$ cat src/rtl/vdcm_pix_pkg.sv
// Shared definitions for the VDCM pixel output path.
package vdcm_pix_pkg;

    localparam int unsigned BPC_DEFAULT  = 14;
    localparam int unsigned PIX_PER_WORD = 4;
    localparam int unsigned COMP_PER_PIX = 3;

    // pixs_per_clk encodings
    typedef enum logic [1:0] {
        PPC_1     = 2'd0,
        PPC_2     = 2'd1,
        PPC_4     = 2'd2,
        PPC_4_ALT = 2'd3
    } ppc_e;

    // log2 of the pixels emitted per beat; the spare encoding behaves as 4
    function automatic logic [1:0] rate_shift(input logic [1:0] ppc);
        logic [1:0] sh;
        case (ppc)
            PPC_1:   sh = 2'd0;
            PPC_2:   sh = 2'd1;
            default: sh = 2'd2;
        endcase
        return sh;
    endfunction

endpackage

$ cat src/rtl/pix_word_fifo.sv
// Single-clock word FIFO with combinational head, flush and occupancy.
module pix_word_fifo #(
    parameter int unsigned DEPTH = 8,
    parameter int unsigned WIDTH = 168
) (
    input  logic                     clk_out_int,
    input  logic                     rst,
    input  logic                     flush,
    input  logic                     wr_en,
    input  logic [WIDTH-1:0]         wr_data,
    input  logic                     rd_en,
    output logic [WIDTH-1:0]         rd_data,
    output logic                     full,
    output logic                     empty,
    output logic [$clog2(DEPTH):0]   level
);

    localparam int unsigned AW = $clog2(DEPTH);

    logic [WIDTH-1:0] mem [DEPTH];
    logic [AW-1:0]    wr_ptr;
    logic [AW-1:0]    rd_ptr;
    logic [AW:0]      count;
    logic             do_wr;
    logic             do_rd;

    // full is judged on the registered count, before any same-cycle pop
    assign full    = (count == (AW+1)'(DEPTH));
    assign empty   = (count == '0);
    assign level   = count;
    assign rd_data = mem[rd_ptr];
    assign do_wr   = wr_en && !full && !flush;
    assign do_rd   = rd_en && !empty && !flush;

    // storage array, no reset needed
    always_ff @(posedge clk_out_int) begin
        if (do_wr) begin
            mem[wr_ptr] <= wr_data;
        end
    end

    // pointers and occupancy
    always_ff @(posedge clk_out_int) begin
        if (rst || flush) begin
            wr_ptr <= '0;
            rd_ptr <= '0;
            count  <= '0;
        end else begin
            if (do_wr) begin
                wr_ptr <= wr_ptr + AW'(1);
            end
            if (do_rd) begin
                rd_ptr <= rd_ptr + AW'(1);
            end
            case ({do_wr, do_rd})
                2'b10:   count <= count + (AW+1)'(1);
                2'b01:   count <= count - (AW+1)'(1);
                default: count <= count;
            endcase
        end
    end

endmodule

$ cat src/rtl/pix_out_serializer.sv
// Buffers 4-pixel words and serializes them into 1/2/4-pixel beats with frame position flags.
module pix_out_serializer
    import vdcm_pix_pkg::*;
#(
    parameter int unsigned FIFO_DEPTH = 8,
    parameter int unsigned BPC        = BPC_DEFAULT
) (
    input  logic                                   clk_out_int,
    input  logic                                   rst,
    input  logic                                   flush,
    input  logic [1:0]                             pixs_per_clk,
    input  logic [15:0]                            frame_width,
    input  logic [15:0]                            frame_height,
    input  logic [PIX_PER_WORD*COMP_PER_PIX*BPC-1:0] pixs_in,
    input  logic                                   pixs_in_valid,
    input  logic                                   out_ready,
    output logic [PIX_PER_WORD*COMP_PER_PIX*BPC-1:0] pixs_out,
    output logic                                   pixs_out_valid,
    output logic                                   pixs_out_sof,
    output logic                                   pixs_out_sol,
    output logic                                   pixs_out_eol,
    output logic                                   pixs_out_eof,
    output logic                                   overflow,
    output logic [$clog2(FIFO_DEPTH):0]            fifo_level
);

    localparam int unsigned PIX_W  = COMP_PER_PIX * BPC;
    localparam int unsigned WORD_W = PIX_PER_WORD * PIX_W;

    logic [1:0]        rate_q;
    logic [1:0]        beat_idx;
    logic [15:0]       x_q;
    logic [15:0]       y_q;

    logic [WORD_W-1:0] head_word;
    logic              fifo_full;
    logic              fifo_empty;

    logic [PIX_W-1:0]  head_pix [PIX_PER_WORD];
    logic [1:0]        rate_sh_c;
    logic [2:0]        rate_pix_c;
    logic [1:0]        base_c;
    logic              last_beat_c;
    logic              accept_c;
    logic              load_c;
    logic              pop_c;
    logic [16:0]       x_sum_c;
    logic              line_end_c;
    logic              frame_end_c;
    logic [15:0]       x_nxt_c;
    logic [15:0]       y_nxt_c;
    logic [15:0]       pos_x_c;
    logic [15:0]       pos_y_c;
    logic [16:0]       pos_sum_c;
    logic              sol_c;
    logic              eol_c;
    logic              sof_c;
    logic              eof_c;
    logic [WORD_W-1:0] lanes_c;

    pix_word_fifo #(
        .DEPTH (FIFO_DEPTH),
        .WIDTH (WORD_W)
    ) u_fifo (
        .clk_out_int (clk_out_int),
        .rst         (rst),
        .flush       (flush),
        .wr_en       (pixs_in_valid),
        .wr_data     (pixs_in),
        .rd_en       (pop_c),
        .rd_data     (head_word),
        .full        (fifo_full),
        .empty       (fifo_empty),
        .level       (fifo_level)
    );

    // beat sequencing and lane selection for the head word
    always_comb begin
        rate_sh_c   = rate_shift(rate_q);
        rate_pix_c  = 3'(3'd1 << rate_sh_c);
        base_c      = 2'(beat_idx << rate_sh_c);
        accept_c    = pixs_out_valid && out_ready;
        load_c      = !fifo_empty && (!pixs_out_valid || out_ready);
        case (rate_sh_c)
            2'd0:    last_beat_c = (beat_idx == 2'd3);
            2'd1:    last_beat_c = (beat_idx == 2'd1);
            default: last_beat_c = 1'b1;
        endcase
        pop_c = load_c && last_beat_c;

        lanes_c = '0;
        for (int p = 0; p < PIX_PER_WORD; p++) begin
            head_pix[p] = head_word[p*PIX_W +: PIX_W];
        end
        for (int k = 0; k < PIX_PER_WORD; k++) begin
            if (3'(k) < rate_pix_c) begin
                lanes_c[k*PIX_W +: PIX_W] = head_pix[base_c + 2'(k)];
            end
        end
    end

    // x/y hold the position of the oldest unaccepted beat; derive the loaded beat's flags
    always_comb begin
        x_sum_c     = {1'b0, x_q} + 17'(rate_pix_c);
        line_end_c  = (x_sum_c >= {1'b0, frame_width});
        frame_end_c = (({1'b0, y_q} + 17'd1) >= {1'b0, frame_height});
        x_nxt_c     = line_end_c ? 16'd0 : x_sum_c[15:0];
        y_nxt_c     = y_q;
        if (line_end_c) begin
            y_nxt_c = frame_end_c ? 16'd0 : (y_q + 16'd1);
        end

        pos_x_c   = accept_c ? x_nxt_c : x_q;
        pos_y_c   = accept_c ? y_nxt_c : y_q;
        pos_sum_c = {1'b0, pos_x_c} + 17'(rate_pix_c);
        sol_c     = (pos_x_c == 16'd0);
        eol_c     = (pos_sum_c >= {1'b0, frame_width});
        sof_c     = sol_c && (pos_y_c == 16'd0);
        eof_c     = eol_c && (({1'b0, pos_y_c} + 17'd1) == {1'b0, frame_height});
    end

    // output register, position counters, rate capture and overflow
    always_ff @(posedge clk_out_int) begin
        if (rst || flush) begin
            rate_q         <= pixs_per_clk;
            beat_idx       <= '0;
            x_q            <= '0;
            y_q            <= '0;
            pixs_out_valid <= 1'b0;
            pixs_out_sof   <= 1'b0;
            pixs_out_sol   <= 1'b0;
            pixs_out_eol   <= 1'b0;
            pixs_out_eof   <= 1'b0;
            overflow       <= 1'b0;
            if (rst) begin
                pixs_out <= '0;
            end
        end else begin
            if (pixs_in_valid && fifo_full) begin
                overflow <= 1'b1;
            end
            if (accept_c) begin
                x_q <= x_nxt_c;
                y_q <= y_nxt_c;
            end
            if (load_c) begin
                pixs_out       <= lanes_c;
                pixs_out_valid <= 1'b1;
                pixs_out_sof   <= sof_c;
                pixs_out_sol   <= sol_c;
                pixs_out_eol   <= eol_c;
                pixs_out_eof   <= eof_c;
                beat_idx       <= last_beat_c ? 2'd0 : (beat_idx + 2'd1);
            end else if (accept_c) begin
                pixs_out_valid <= 1'b0;
                pixs_out_sof   <= 1'b0;
                pixs_out_sol   <= 1'b0;
                pixs_out_eol   <= 1'b0;
                pixs_out_eof   <= 1'b0;
            end
        end
    end

endmodule
$ cat config.mk
export PLATFORM = sky130hd
export DESIGN_NAME = pix_out_serializer
export DESIGN_NICKNAME = d
export VERILOG_FILES = /design/src/rtl/vdcm_pix_pkg.sv /design/src/rtl/pix_word_fifo.sv /design/src/rtl/pix_out_serializer.sv
export SDC_FILE = /design/constraint.sdc
export NUM_CORES = 2
export LEC_CHECK = 0
export ABC_AREA = 1
export CORE_MARGIN = 2
export CORE_UTILIZATION = 35
export CTS_BUF_LIST = sky130_fd_sc_hd__clkbuf_16
export CTS_CLUSTER_SIZE = 40
export DETAILED_ROUTE_END_ITERATION = 8
export PLACE_DENSITY = 0.63
export SLEW_MARGIN = 20
export SYNTH_ARGS = -nofsm -noshare
export SYNTH_HDL_FRONTEND = slang
export SYNTH_SLANG_ARGS = --single-unit
$ cat constraint.sdc
create_clock -name clk_out_int -period 13.03 [get_ports clk_out_int]
set_input_delay 3.2575 -clock clk_out_int [delete_from_list [all_inputs] [get_ports clk_out_int]]
set_output_delay 3.2575 -clock clk_out_int [all_outputs]
set_load 0.05 [all_outputs]
# Word-level counts from Yosys, hierarchy flattened
# Memories as Yosys holds them, arrays and structs flattened. A register that Yosys moved wholly into a read port is not among the register bits.
# Index checks and enable logic that the tools add are counted.
# op_classes
add_sub_neg	13
mul	0
div	0
n_lt_le_gt_ge	11
n_eq_ne	9
shifts	2
mux	38
n_bitwise	4
n_reduce_logical	25
# op_table
op	count
168-bit two-way mux	3
42-bit two-way mux	12
42-bit binary-select mux with 2-bit select	4
16-bit two-way mux	5
17-bit by 16-bit >= comparator with 1-bit output	3
16-bit by 1-bit adder with 17-bit output (second input constant)	2
16-bit by 3-bit adder with 17-bit output	2
16-bit zero test	2
17-bit by 16-bit equality test with 1-bit output	1
16-bit by 1-bit adder with 16-bit output (second input constant)	1
3-bit >= comparator (second input constant)	4
2-bit NOT with 3-bit output	4
1-bit logical AND	10
2-bit by 1-bit equality test with 1-bit output (second input constant)	4
1-bit two-way mux	8
4-bit case mux with 2 select lines	1
3-bit by 1-bit adder with 3-bit output (second input constant)	2
1-bit by 3-bit < comparator with 1-bit output (first input constant)	2
2-bit by 3-bit < comparator with 1-bit output (first input constant)	2
3-bit two-way mux	2
2-bit nonzero test	3
2-bit by 1-bit adder with 2-bit output (second input constant)	2
2-bit adder (second input constant)	2
4-bit by 1-bit adder with 4-bit output (second input constant)	1
14 further kinds	20
# word_totals
register_bits	220
latch_bits	0
ramBits	1344
romBits	0
inputBits	207
output_inout_bits	178
wordCells	117
memories	1
# memory_table
name	words	word_bits	rd	rd_ports_with_merged_regs	wr	line	rtl
u_fifo.mem	8	168	1	1	1	pix_word_fifo.sv:20	logic [WIDTH-1:0] mem [DEPTH];

# Logic depth before layout (Yosys ltp)
# depth
word_depth	11
depth_mapped	51

# Cells and area by module
# From an unflattened synthesis, not the netlist that was laid out.
# hier_totals
cells_unflattened	5456
hier_area_um2	66441.2
# by_module_without_submodules
mod	n_inst	cells_per_inst	area_each_um2	seq_area_each_um2
pix_word_fifo	1	3874	52799.4	40619.0
pix_out_serializer	1	1582	13641.8	5905.7

# Worst setup path after synthesis
# Ideal clock, no wire load.
# synth_path
path_kind	input-to-reg
startpoint	input out_ready
endpoint	register pixs_out[0], enable pin
arrival_time_ns	11.498
required_ns	12.298
path_slack_ns	0.801
stages	4
n_path_buf	0
path_cell_list	nor2_1 > a31oi_1 > inv_1 > o21bai_1
# synth_between
elab_chain_cells	4
# synth_rtl
item	line	rtl
from (decl)	pix_out_serializer.sv:16	input logic out_ready,
1-bit logical OR	pix_out_serializer.sv:83	load_c = !fifo_empty && (!pixs_out_valid || out_ready);
1-bit logical AND	pix_out_serializer.sv:83	
2-bit nonzero test (no source line)	--	
2-bit AND reduction (no source line)	--	
to (signal assigned)	pix_out_serializer.sv:147	pixs_out <= lanes_c;
to (decl)	pix_out_serializer.sv:17	output logic [PIX_PER_WORD*COMP_PER_PIX*BPC-1:0] pixs_out,
# No other way between the ends.
# A chain may end at the register's enable or synchronous reset.

# Final worst setup path
# layout_path
startpoint	input out_ready
endpoint	register pixs_out_eof
# layout_between
elab_chain_cells	6
word_cells_on_any_way	12
classes_between	add/sub (2); order compare (1); eq/ne (1); mux (3); reduce/logical (5)
# layout_rtl
item	line	rtl
1-bit logical AND	pix_out_serializer.sv:82	accept_c = pixs_out_valid && out_ready;
16-bit two-way mux	--	
net pos_x_c[1]	pix_out_serializer.sv:52	logic [15:0] pos_x_c;
16-bit by 3-bit adder with 17-bit output	pix_out_serializer.sv:115	pos_sum_c = {1'b0, pos_x_c} + 17'(rate_pix_c);
17-bit by 16-bit >= comparator with 1-bit output	pix_out_serializer.sv:117	eol_c = (pos_sum_c >= {1'b0, frame_width});
1-bit logical AND	pix_out_serializer.sv:119	eof_c = eol_c && (({1'b0, pos_y_c} + 17'd1) == {1'b0, frame_height});
1-bit two-way mux	pix_out_serializer.sv:146	if (load_c) begin
to (signal assigned)	pix_out_serializer.sv:152	pixs_out_eof <= eof_c;
to (decl)	pix_out_serializer.sv:22	output logic pixs_out_eof,
# The timed path passes the listed nets, and every way through them passes these cells.

==> metrics.md <==
| Metric | Value |
|---|---|
| Root Driver | `clkbuf_16` |
| Worst-path clk slew | `60 ps` |
| Count of cell types in the netlist | `54` |
| FP Rows | `158` |
| Antenna viol nets, final | `0` |
| Tcrit/Tclk final | `0.606` |
| Non-Filler Instances | `8535` |
| Setup slack after layout | `5130 ps` |
| Slew headroom | `0.255` |
| Least-Margin Pin Slew | `1120 ps` |
| FMAX | `127 MHz` |
| Post-DP HPWL | `125000 um` |
| Clock Latency Late Sink | `820 ps` |
| PortBufs | `384` |
| Max-cap violations | `0` |
| Vias | `45200` |
| CP max FO | `29` |
| Status | `complete, no violations` |
| WP data required | `13770 ps` |
| Critical path startpoint category | `input port` |
| Global placement routability congestion | `0.906` |
| Hold Fails Final Rpt | `0` |
| Drc violations | `0` |
| First-pass detailed-route iteration total | `6` |
| CTS Hold Bufs | `0` |
| Core area | `186000 um2` |
| Largest net degree at the start of global routing | `205` |
| Initial DRC count | `5181` |
| Worst path bufs/invs | `4` |
| Pins Over Slew Limit | `0` |
| Drt wl/cell | `24.1 um` |
| Initial Util | `0.353` |
| Worst setup path class | `input port to register` |
| CTS Buffer Depth | `3` |
| Power Density | `142 nW/um2` |
| Global route overflow | `0` |
| Die Area | `191000 um2` |
| Synth Instances | `5637` |
| Io pins | `385` |
| Final Setup Violations | `0` |
| Placed cell count | `8209` |
| Warnings from Yosys | `0` |
| Crit. End Element | `register` |
| Layout cells sized above 1 | `0.0594` |
| Critical path's top delay family | `simple AND/OR/NAND/NOR gates` |
| Post-synth EDFFs | `1514` |
| Initial antenna violation count | `75` |
| Worst EP arrival | `8640 ps` |
| Tmin final | `7900 ps` |
| TritonCTS clock tree | `done` |
| Vias in the first global route | `42600` |
| Util after Layout | `0.415` |
| Leakage power total | `27.7 nW` |
| Synthesized Nets | `5908` |
| Die Y | `437 um` |
| Layout area overhead | `17.7%` |
| Cts repair resizes | `0` |
| Peak VDD IR | `0.146 mV` |
| Post-layout nets | `6164` |
| CTS Buf Count | `162` |
| Fillers | `17300` |
| Post-Syn Area per Cell | `11.6 um2` |
| Unrepaired setup endpoints after global routing | `false` |
| CP dominant cell by count | `nor2_1` |
| Setup WS pre-CTS | `4330 ps` |
| Clock Sinks | `1567` |
| CTS H-tree lvls | `4` |
| First-pass GRT wire length | `295000 um` |
| HP Class | `register to register` |
| Total wire length | `206000 um` |
| Die X | `437 um` |
| Main synth FF type | `edfxtp_1` |
| Ys async rst share | `0` |
| Flip-flop and latch count after synthesis | `1567` |
| Setup bufs post-CTS | `0` |
| Number of vias per cell | `5.30` |
| Power Total | `10.9 mW` |
| TNS Setup | `0 ps` |
| Slowest cell on the critical path | `inv_1` |
| Total global routing track utilization | `0.210` |
| Post-Syn Area | `65500 um2` |
| Register area share after synthesis | `0.710` |
| Worst Skew | `28.8 ps` |
| Highest cell delay on the worst timing path | `940 ps` |
## flip-flops by register name, indices dropped and copies added, names as in the netlist, 2 cells and up, named ones only
register       flops
u_fifo.wr_ptr      3
u_fifo.mem      1344
beat_idx           2
u_fifo.rd_ptr      3
x_q               16
pixs_out         168
y_q               16
rate_q             2
u_fifo.level       4
## cells by family after synthesis
logic type	synth area share
and+or+nand+nor	0.118
DFF	0.710
AOI/OAI and AO/OA	0.117
buffers and inverters	0.0375
adders and majority gates	0.0126
xor gates and xnor gates	0.00575
## cells in the mapped netlist, types with 42 or more instances
cell	n	area share
a21oi_1	42	0.0032
a311oi_1	42	0.0056
a31oi_1	44	0.0042
clkbuf_1	320	0.018
dfxtp_1	53	0.016
edfxtp_1	1514	0.69
ha_1	61	0.012
inv_1	283	0.016
nand2_1	953	0.055
nor2_1	833	0.048
o21ai_0	903	0.069
o22ai_1	337	0.032
## through the flow
stage / cell area, um2 / hold WS (ps)
finish: 77200 / 469
global route: 77100 / 498
CTS: 77100 / 463
detailed placement: 71900 / 447
global placement: 71900 / 442
floorplan: 65500 / 433
## worst min-delay path, cell delays in order (launching register included)
cell and delay [ps]:
dfxtp_1 310, inv_1 50, a21oi_1 70
## routing by layer
layer / part of all wire / wire [um] / vias to the layer above / track usage
met5: 0.00083 / 170 / - / 0
met4: 0.066 / 13500 / 26 / 0.135
met3: 0.071 / 14600 / 453 / 0.0371
met2: 0.49 / 101000 / 1872 / 0.349
met1: 0.37 / 77000 / 22300 / 0.252
li1: - / - / 20600 / -
## placed cells by master (no fill, tap or decap), types with 13 or more instances in the layout
| cell type | count |
|---|---|
| clkinv_1 | 33 |
| ha_1 | 61 |
| xor2_1 | 38 |
| o21ai_0 | 900 |
| clkdlybuf4s50_1 | 384 |
| nand2_1 | 952 |
| a31oi_1 | 44 |
| bufinv_16 | 14 |
| clkbuf_16 | 166 |
| nand2_2 | 19 |
| nor3_1 | 13 |
| inv_1 | 328 |
| nor2_4 | 18 |
| nand4_1 | 29 |
| buf_12 | 14 |
| nand3_1 | 41 |
| a21oi_1 | 42 |
| nor2_1 | 823 |
| a311oi_1 | 42 |
| diode_2 | 29 |
| o22ai_1 | 337 |
| dfxtp_1 | 50 |
| clkinv_2 | 21 |
| edfxtp_1 | 1514 |
| buf_4 | 48 |
## layout make-up
class                      count  area [um2]  share of cell area
sequential                  1567       46500               0.603
clock inverter               131        1010              0.0131
inverter                     289        1110              0.0144
antenna                       29        72.6            0.000941
timing repair buffer         446        4480              0.0581
multi-input combinational   3427       16700               0.216
tap                         2480        3100              0.0402
clock buffer                 166        4150              0.0538
## report_power, final
part           switching (mW)  internal, mW  leakage, nW  total (mW)
sequential             0.0512          5.61         14.3        5.66
clock                    1.94          2.59         2.72        4.53
combinational           0.539         0.215         10.7       0.754
total                    2.53          8.41         27.7        10.9
## final timing paths
| kind | startpoint | end | slack (ps) | cells after the start |
|---|---|---|---|---|
| min reg2reg | u_fifo.rd_ptr[2] | u_fifo.rd_ptr[2] | 470 | 2 |
| min | u_fifo.rd_ptr[2] | u_fifo.rd_ptr[2] | 470 | 2 |
| max | out_ready | pixs_out_eof | 5130 | 28 |
| max reg2reg | rate_q[1] | pixs_out_eof | 5610 | 44 |
(Power assumes the default switching activity.)
